### config.mk
export PLATFORM = sky130hd
export DESIGN_NAME = cpu_sequencer
export DESIGN_NICKNAME = d
export VERILOG_FILES = /design/src/rtl/cpu_sequencer_pkg.sv /design/src/rtl/cpu_sequencer_wait.sv /design/src/rtl/cpu_sequencer.sv
export SDC_FILE = /design/constraint.sdc
export NUM_CORES = 1
export LEC_CHECK = 0
export CORE_MARGIN = 1
export CORE_UTILIZATION = 53
export DETAILED_ROUTE_END_ITERATION = 10
export PLACE_DENSITY = 0.94
export SYNTH_ARGS = -nofsm -noshare
export SYNTH_HDL_FRONTEND = slang
export SYNTH_SLANG_ARGS = --single-unit
### constraint.sdc
create_clock -name clk -period 4.9 [get_ports clk]
set_input_delay 0.49 -clock clk [delete_from_list [all_inputs] [get_ports clk]]
set_output_delay 0.49 -clock clk [all_outputs]
set_load 0.01 [all_outputs]
### src/rtl/cpu_sequencer_pkg.sv
// Shared types for the multi-cycle sequencer: state encoding, output bundle
// and the Moore output decode.
package cpu_sequencer_pkg;

  typedef enum logic [3:0] {
    ST_IDLE   = 4'd0,
    ST_FETCH  = 4'd1,
    ST_DECODE = 4'd2,
    ST_EXEC   = 4'd3,
    ST_MEM    = 4'd4,
    ST_WB     = 4'd5,
    ST_SRST   = 4'd6,
    ST_HALTED = 4'd7,
    ST_FAULT  = 4'd8
  } seq_state_e;

  typedef struct packed {
    logic imem_req;
    logic alu_en;
    logic dmem_req;
    logic dmem_we;
    logic rf_we;
    logic pc_en;
    logic soft_reset;
    logic halted;
    logic fault;
  } seq_out_t;

  // Qualifier inputs are stable from DECODE through WB, so sampling them
  // on entry to MEM/WB gives the same value they hold during that state.
  function automatic seq_out_t decode_outputs(input seq_state_e st,
                                              input logic       mem_write,
                                              input logic       writes_reg);
    seq_out_t o;
    o = '0;
    case (st)
      ST_FETCH:  o.imem_req   = 1'b1;
      ST_EXEC:   o.alu_en     = 1'b1;
      ST_MEM: begin
        o.dmem_req = 1'b1;
        o.dmem_we  = mem_write;
      end
      ST_WB: begin
        o.pc_en = 1'b1;
        o.rf_we = writes_reg;
      end
      ST_SRST:   o.soft_reset = 1'b1;
      ST_HALTED: o.halted     = 1'b1;
      ST_FAULT:  o.fault      = 1'b1;
      default:   o            = '0;
    endcase
    return o;
  endfunction

endpackage

### src/rtl/cpu_sequencer_wait.sv
// Memory wait timer: counts unacknowledged request cycles and flags when the
// final permitted wait cycle has been reached.
module wait_timer #(
  parameter int unsigned TMR_W = 8,
  parameter int unsigned LIMIT = 16
) (
  input  logic clk_i,
  input  logic rst_i,
  input  logic clear_i,
  input  logic count_i,
  output logic expired_o
);

  logic [TMR_W-1:0] cnt_q;

  assign expired_o = (cnt_q == TMR_W'(LIMIT - 1));

  // Wait-cycle counter; holds at the limit so it can never wrap.
  always_ff @(posedge clk_i or posedge rst_i) begin
    if (rst_i) begin
      cnt_q <= '0;
    end else if (clear_i) begin
      cnt_q <= '0;
    end else if (count_i && !expired_o) begin
      cnt_q <= cnt_q + TMR_W'(1);
    end else begin
      cnt_q <= cnt_q;
    end
  end

endmodule

### src/rtl/cpu_sequencer.sv
// Multi-cycle FETCH/DECODE/EXEC/MEM/WB control FSM with memory handshakes,
// halt, soft reset, single-step and memory timeout handling.
module cpu_sequencer
  import cpu_sequencer_pkg::*;
#(
  parameter int unsigned MEM_TIMEOUT = 16,
  parameter int unsigned TMR_W       = 8
) (
  input  logic clk,
  input  logic reset,
  input  logic run,
  input  logic step_mode,
  input  logic step,
  input  logic imem_ack,
  input  logic dmem_ack,
  input  logic dec_writes_reg,
  input  logic dec_mem_op,
  input  logic dec_mem_write,
  input  logic halt_cmd,
  input  logic rst_cmd,
  output logic imem_req,
  output logic ir_load,
  output logic alu_en,
  output logic dmem_req,
  output logic dmem_we,
  output logic rf_we,
  output logic pc_en,
  output logic soft_reset,
  output logic halted,
  output logic fault
);

  seq_state_e state_q, state_d;
  seq_out_t   out_q;
  logic       in_wait_s, ack_s, expired_s;

  // Which handshake is live in the current state; acks elsewhere are ignored.
  always_comb begin
    in_wait_s = 1'b0;
    ack_s     = 1'b0;
    if (state_q == ST_FETCH) begin
      in_wait_s = 1'b1;
      ack_s     = imem_ack;
    end else if (state_q == ST_MEM) begin
      in_wait_s = 1'b1;
      ack_s     = dmem_ack;
    end else begin
      in_wait_s = 1'b0;
      ack_s     = 1'b0;
    end
  end

  wait_timer #(
    .TMR_W (TMR_W),
    .LIMIT (MEM_TIMEOUT)
  ) u_wait_timer (
    .clk_i     (clk),
    .rst_i     (reset),
    .clear_i   (!in_wait_s),
    .count_i   (in_wait_s && !ack_s),
    .expired_o (expired_s)
  );

  // Next-state selection; an ack on the last permitted cycle beats the timeout.
  always_comb begin
    state_d = state_q;
    case (state_q)
      ST_IDLE: begin
        if (run && (!step_mode || step)) state_d = ST_FETCH;
        else                              state_d = ST_IDLE;
      end
      ST_FETCH: begin
        if (imem_ack)       state_d = ST_DECODE;
        else if (expired_s) state_d = ST_FAULT;
        else                state_d = ST_FETCH;
      end
      ST_DECODE: begin
        if (halt_cmd)     state_d = ST_HALTED;
        else if (rst_cmd) state_d = ST_SRST;
        else              state_d = ST_EXEC;
      end
      ST_EXEC: begin
        if (dec_mem_op) state_d = ST_MEM;
        else            state_d = ST_WB;
      end
      ST_MEM: begin
        if (dmem_ack)       state_d = ST_WB;
        else if (expired_s) state_d = ST_FAULT;
        else                state_d = ST_MEM;
      end
      ST_WB: begin
        if (step_mode || !run) state_d = ST_IDLE;
        else                   state_d = ST_FETCH;
      end
      ST_SRST:   state_d = ST_FETCH;
      ST_HALTED: state_d = ST_HALTED;
      ST_FAULT:  state_d = ST_FAULT;
      default:   state_d = ST_FAULT;
    endcase
  end

  // State and output registers; outputs are decoded from the state being entered.
  always_ff @(posedge clk or posedge reset) begin
    if (reset) begin
      state_q <= ST_IDLE;
      out_q   <= '0;
    end else begin
      state_q <= state_d;
      out_q   <= decode_outputs(state_d, dec_mem_write, dec_writes_reg);
    end
  end

  assign ir_load    = (state_q == ST_FETCH) && imem_ack;
  assign imem_req   = out_q.imem_req;
  assign alu_en     = out_q.alu_en;
  assign dmem_req   = out_q.dmem_req;
  assign dmem_we    = out_q.dmem_we;
  assign rf_we      = out_q.rf_we;
  assign pc_en      = out_q.pc_en;
  assign soft_reset = out_q.soft_reset;
  assign halted     = out_q.halted;
  assign fault      = out_q.fault;

endmodule

==> summary.md <==
| Metric | Value |
|---|---|
| Status | `finished, final reports clean` |
| Warnings, synthesis | `0` |
| Post-route cell area | `1300 sq um` |
| Synth cell count leaders | `21 x dfrtp_1, 13 x nor2_1, 7 x nand2_1, 7 x nand3_1, 7 x xor2_1` |
| Post-synth top area share | `0.495` |
| Mapped Nets | `118` |
| Leak pwr | `just under 0.6 nW` |
| Worst-Margin Slew | `749 ps` |
| Number of max-slew violations in the final report | `0` |
| # DRC | `0` |
| Fmax | `between 400 and 500 MHz` |
| Post-CTS sizing | `0` |
| IO Port Bufs | `21` |
| CTS Buf Count | `3` |
| Final Routed Wirelength | `2.05 mm` |
| CTS H-tree depth | `1` |
| Detailed Route Iter0 Violations | `21` |
| Gate Count Post-Synth | `105` |
| Max Root-Sink Buffers | `2` |
| Setup TNS | `0 ps` |
| Clock latency on the worst-skew pair | `300 ps` |
| Hold Crit Class | `reg2reg` |
| Gr ovfl total | `0` |
| # diodes | `0` |
| Most common cell in the netlist | `dfrtp_1` |
| Setup CP Type | `reg2out` |
| Ys flop type | `dfrtp_1` |
| Largest net degree at the start of global routing | `22` |
| DRT antenna net count | `0` |
| Uppermost layer routed | `met4` |
| RD Place Congestion | `0.779` |
| Worst Path Arrival | `1840 ps` |
| Worst vdd ir | `0.000171 V` |
| Post-CTS Hold Buffers | `0` |
| Synth top area cells | `dfrtp_1 49%, xor2_1 5.8%, nor2_1 4.6%` |
| Power Density | `206 nW/um^2` |
| Die width | `46.8 microns` |
| Layout area overhead | `22.5%` |
| Kind of start point of the critical path | `flip-flop` |
| Via count | `828` |
| Die Span Y | `approximately 47 microns` |
| Synth async-reset ratio | `1.00` |
| CTS tree | `done` |
| DRT met1 WL | `871 microns` |
| Seq/Total Area, Yosys | `0.495` |
| Critical Path RT | `4410 ps` |
| Layout Nets | `138` |
| Wire length on met2 | `1.09 mm` |
| Synth Area per Inst | `roughly 10 sq um` |
| Post-synth EDFFs | `0` |
| Inst Count DP | `145` |
| Setup Buffers After CTS | `0` |
| Crit. End Element | `output port` |
| Tmin final | `2330 ps` |
| Setup Skew | `10.5 ps` |
| Post-synth top area cell | `dfrtp_1` |
| Reg clk slew, reported paths | `120 ps` |
| Starting Density | `0.590` |
| Vias in the first global route | `795` |
| Final Hold Vio Count | `0` |
| Met3 routed WL | `82 microns` |
| GRT Util Overall | `0.221` |
| Initial antenna violation count | `0` |
| Die area | `2190 sq um` |
| Worst slew margin | `0.500` |
| CTS sink cnt | `21` |
| First-pass GRT wire length | `3.35 mm` |
| Tcrit/Tclk final | `0.476` |
| First-pass iteration count of the detailed router | `5` |
| Standard-cell rows | `15` |
| Core Box Area | `1800 sq um` |
| Layout Cells excl Fill | `149` |
| Synth Cell Area | `1060 sq um` |
| Layout cells sized above 1 | `0.0806` |
| Max-Cap Viols | `0` |
| Vias per Instance | `around 5.6` |
| Flops & latches, synth | `21` |
| RSZ-0062 raised after global routing | `false` |
| Crit-path max FO | `9` |
| Routed len/inst | `13.8 microns` |
| Clk root buf | `clkbuf_4` |
| Post-synth cell types | `39` |
| DP HPWL | `1.55 mm` |
| Post-DP Area | `1270 sq um` |
| I/O pin cnt | `22` |
| Finish-stage setup viols | `0` |
-- metal layers --
metal	track usage	vias up
met5	0	-
met3	0.0308	2
met4	0.0857	0
met1	0.269	403
li1	-	403
met2	0.394	20
-- area by class of cell --
| type | count | area (sq um) |
|---|---|---|
| flip-flops and latches | 21 | 526 |
| fillers | 138 | 500 |
| multi-input cells | 74 | 492 |
| repair buffers | 21 | 210 |
| well taps | 25 | 31.3 |
| clock buffers | 3 | 22.5 |
| inverters | 4 | 15.0 |
| clock inverters | 1 | 5.00 |
-- report_power, final --
group          switching (mW)  internal (mW)
sequential                  0          0.173
combinational         0.00580        0.00856
clock                  0.0501         0.0304
-- worst max-delay path, cell delays in order (launching register included) --
cell and delay, ps:
dfrtp_1 490, nor2_1 290, and4b_1 240, clkdlybuf4s50_1 530
-- through the flow --
stage / total power [mW] / util / hold WS [ps] / setup slack, ps
5_1_grt: 0.277 / 0.722 / 598 / 2500
3_5_place_dp: 0.191 / 0.707 / 556 / 2690
3_3_place_gp: 0.191 / 0.707 / 520 / 2710
2_1_floorplan: 0.181 / - / 467 / 2950
4_1_cts: 0.270 / 0.722 / 573 / 2580
6_report: 0.268 / 0.722 / 567 / 2570
-- flip-flops by register name, summed over array words and instances, names as in the netlist --
name                flops
soft_reset              1
imem_req                1
dmem_req                1
alu_en                  1
pc_en                   1
state_q                 4
fault                   1
rf_we                   1
dmem_we                 1
halted                  1
u_wait_timer.cnt_q      8
-- worst paths after layout --
| check | from | cells past startpoint | slack [ps] | endpoint |
|---|---|---|---|---|
| setup reg to reg | u_wait_timer.cnt_q[5]$_DFFE_PP0P_ | 5 | 2730 | dmem_req$_DFF_PP0_ |
| hold reg to reg | u_wait_timer.cnt_q[1]$_DFFE_PP0P_ | 2 | 570 | u_wait_timer.cnt_q[1]$_DFFE_PP0P_ |
| max in group asynchronous | reset | 2 | 3810 | state_q[3]$_DFF_PP0_ |
| min in group asynchronous | reset | 2 | 610 | imem_req$_DFF_PP0_ |
| setup / recovery | state_q[2]$_DFF_PP0_ | 3 | 2570 | ir_load |
| hold / removal | u_wait_timer.cnt_q[1]$_DFFE_PP0P_ | 2 | 570 | u_wait_timer.cnt_q[1]$_DFFE_PP0P_ |
-- cell families (layout without fill, tap and decap cells) --
kind of cell,after synthesis,after routing,share of synthesized area
DFF,21,21,0.495
xor gates and xnor gates,8,8,0.0660
buffers and inverters,10,29,0.0424
and+or+nand+nor,53,53,0.285
AOI/OAI and AO/OA,12,12,0.100
adders and majority gates,1,1,0.0118
-- layout by cell type, fill, tap and decap left out, drive strengths merged, types with 2 or more instances in the layout --
master / netlist / final
a21oi: 3 / 3
and2: 2 / 2
and3: 3 / 3
and4b: 2 / 2
clkbuf: 5 / 3
clkdlybuf4s50: 0 / 21
dfrtp: 21 / 21
inv: 4 / 4
nand2: 7 / 7
nand3: 7 / 7
nand3b: 2 / 2
nor2: 13 / 13
nor2b: 4 / 4
nor3b: 3 / 3
or2: 2 / 2
xor2: 7 / 7
No activity file was read; power rests on OpenSTA's default activity.
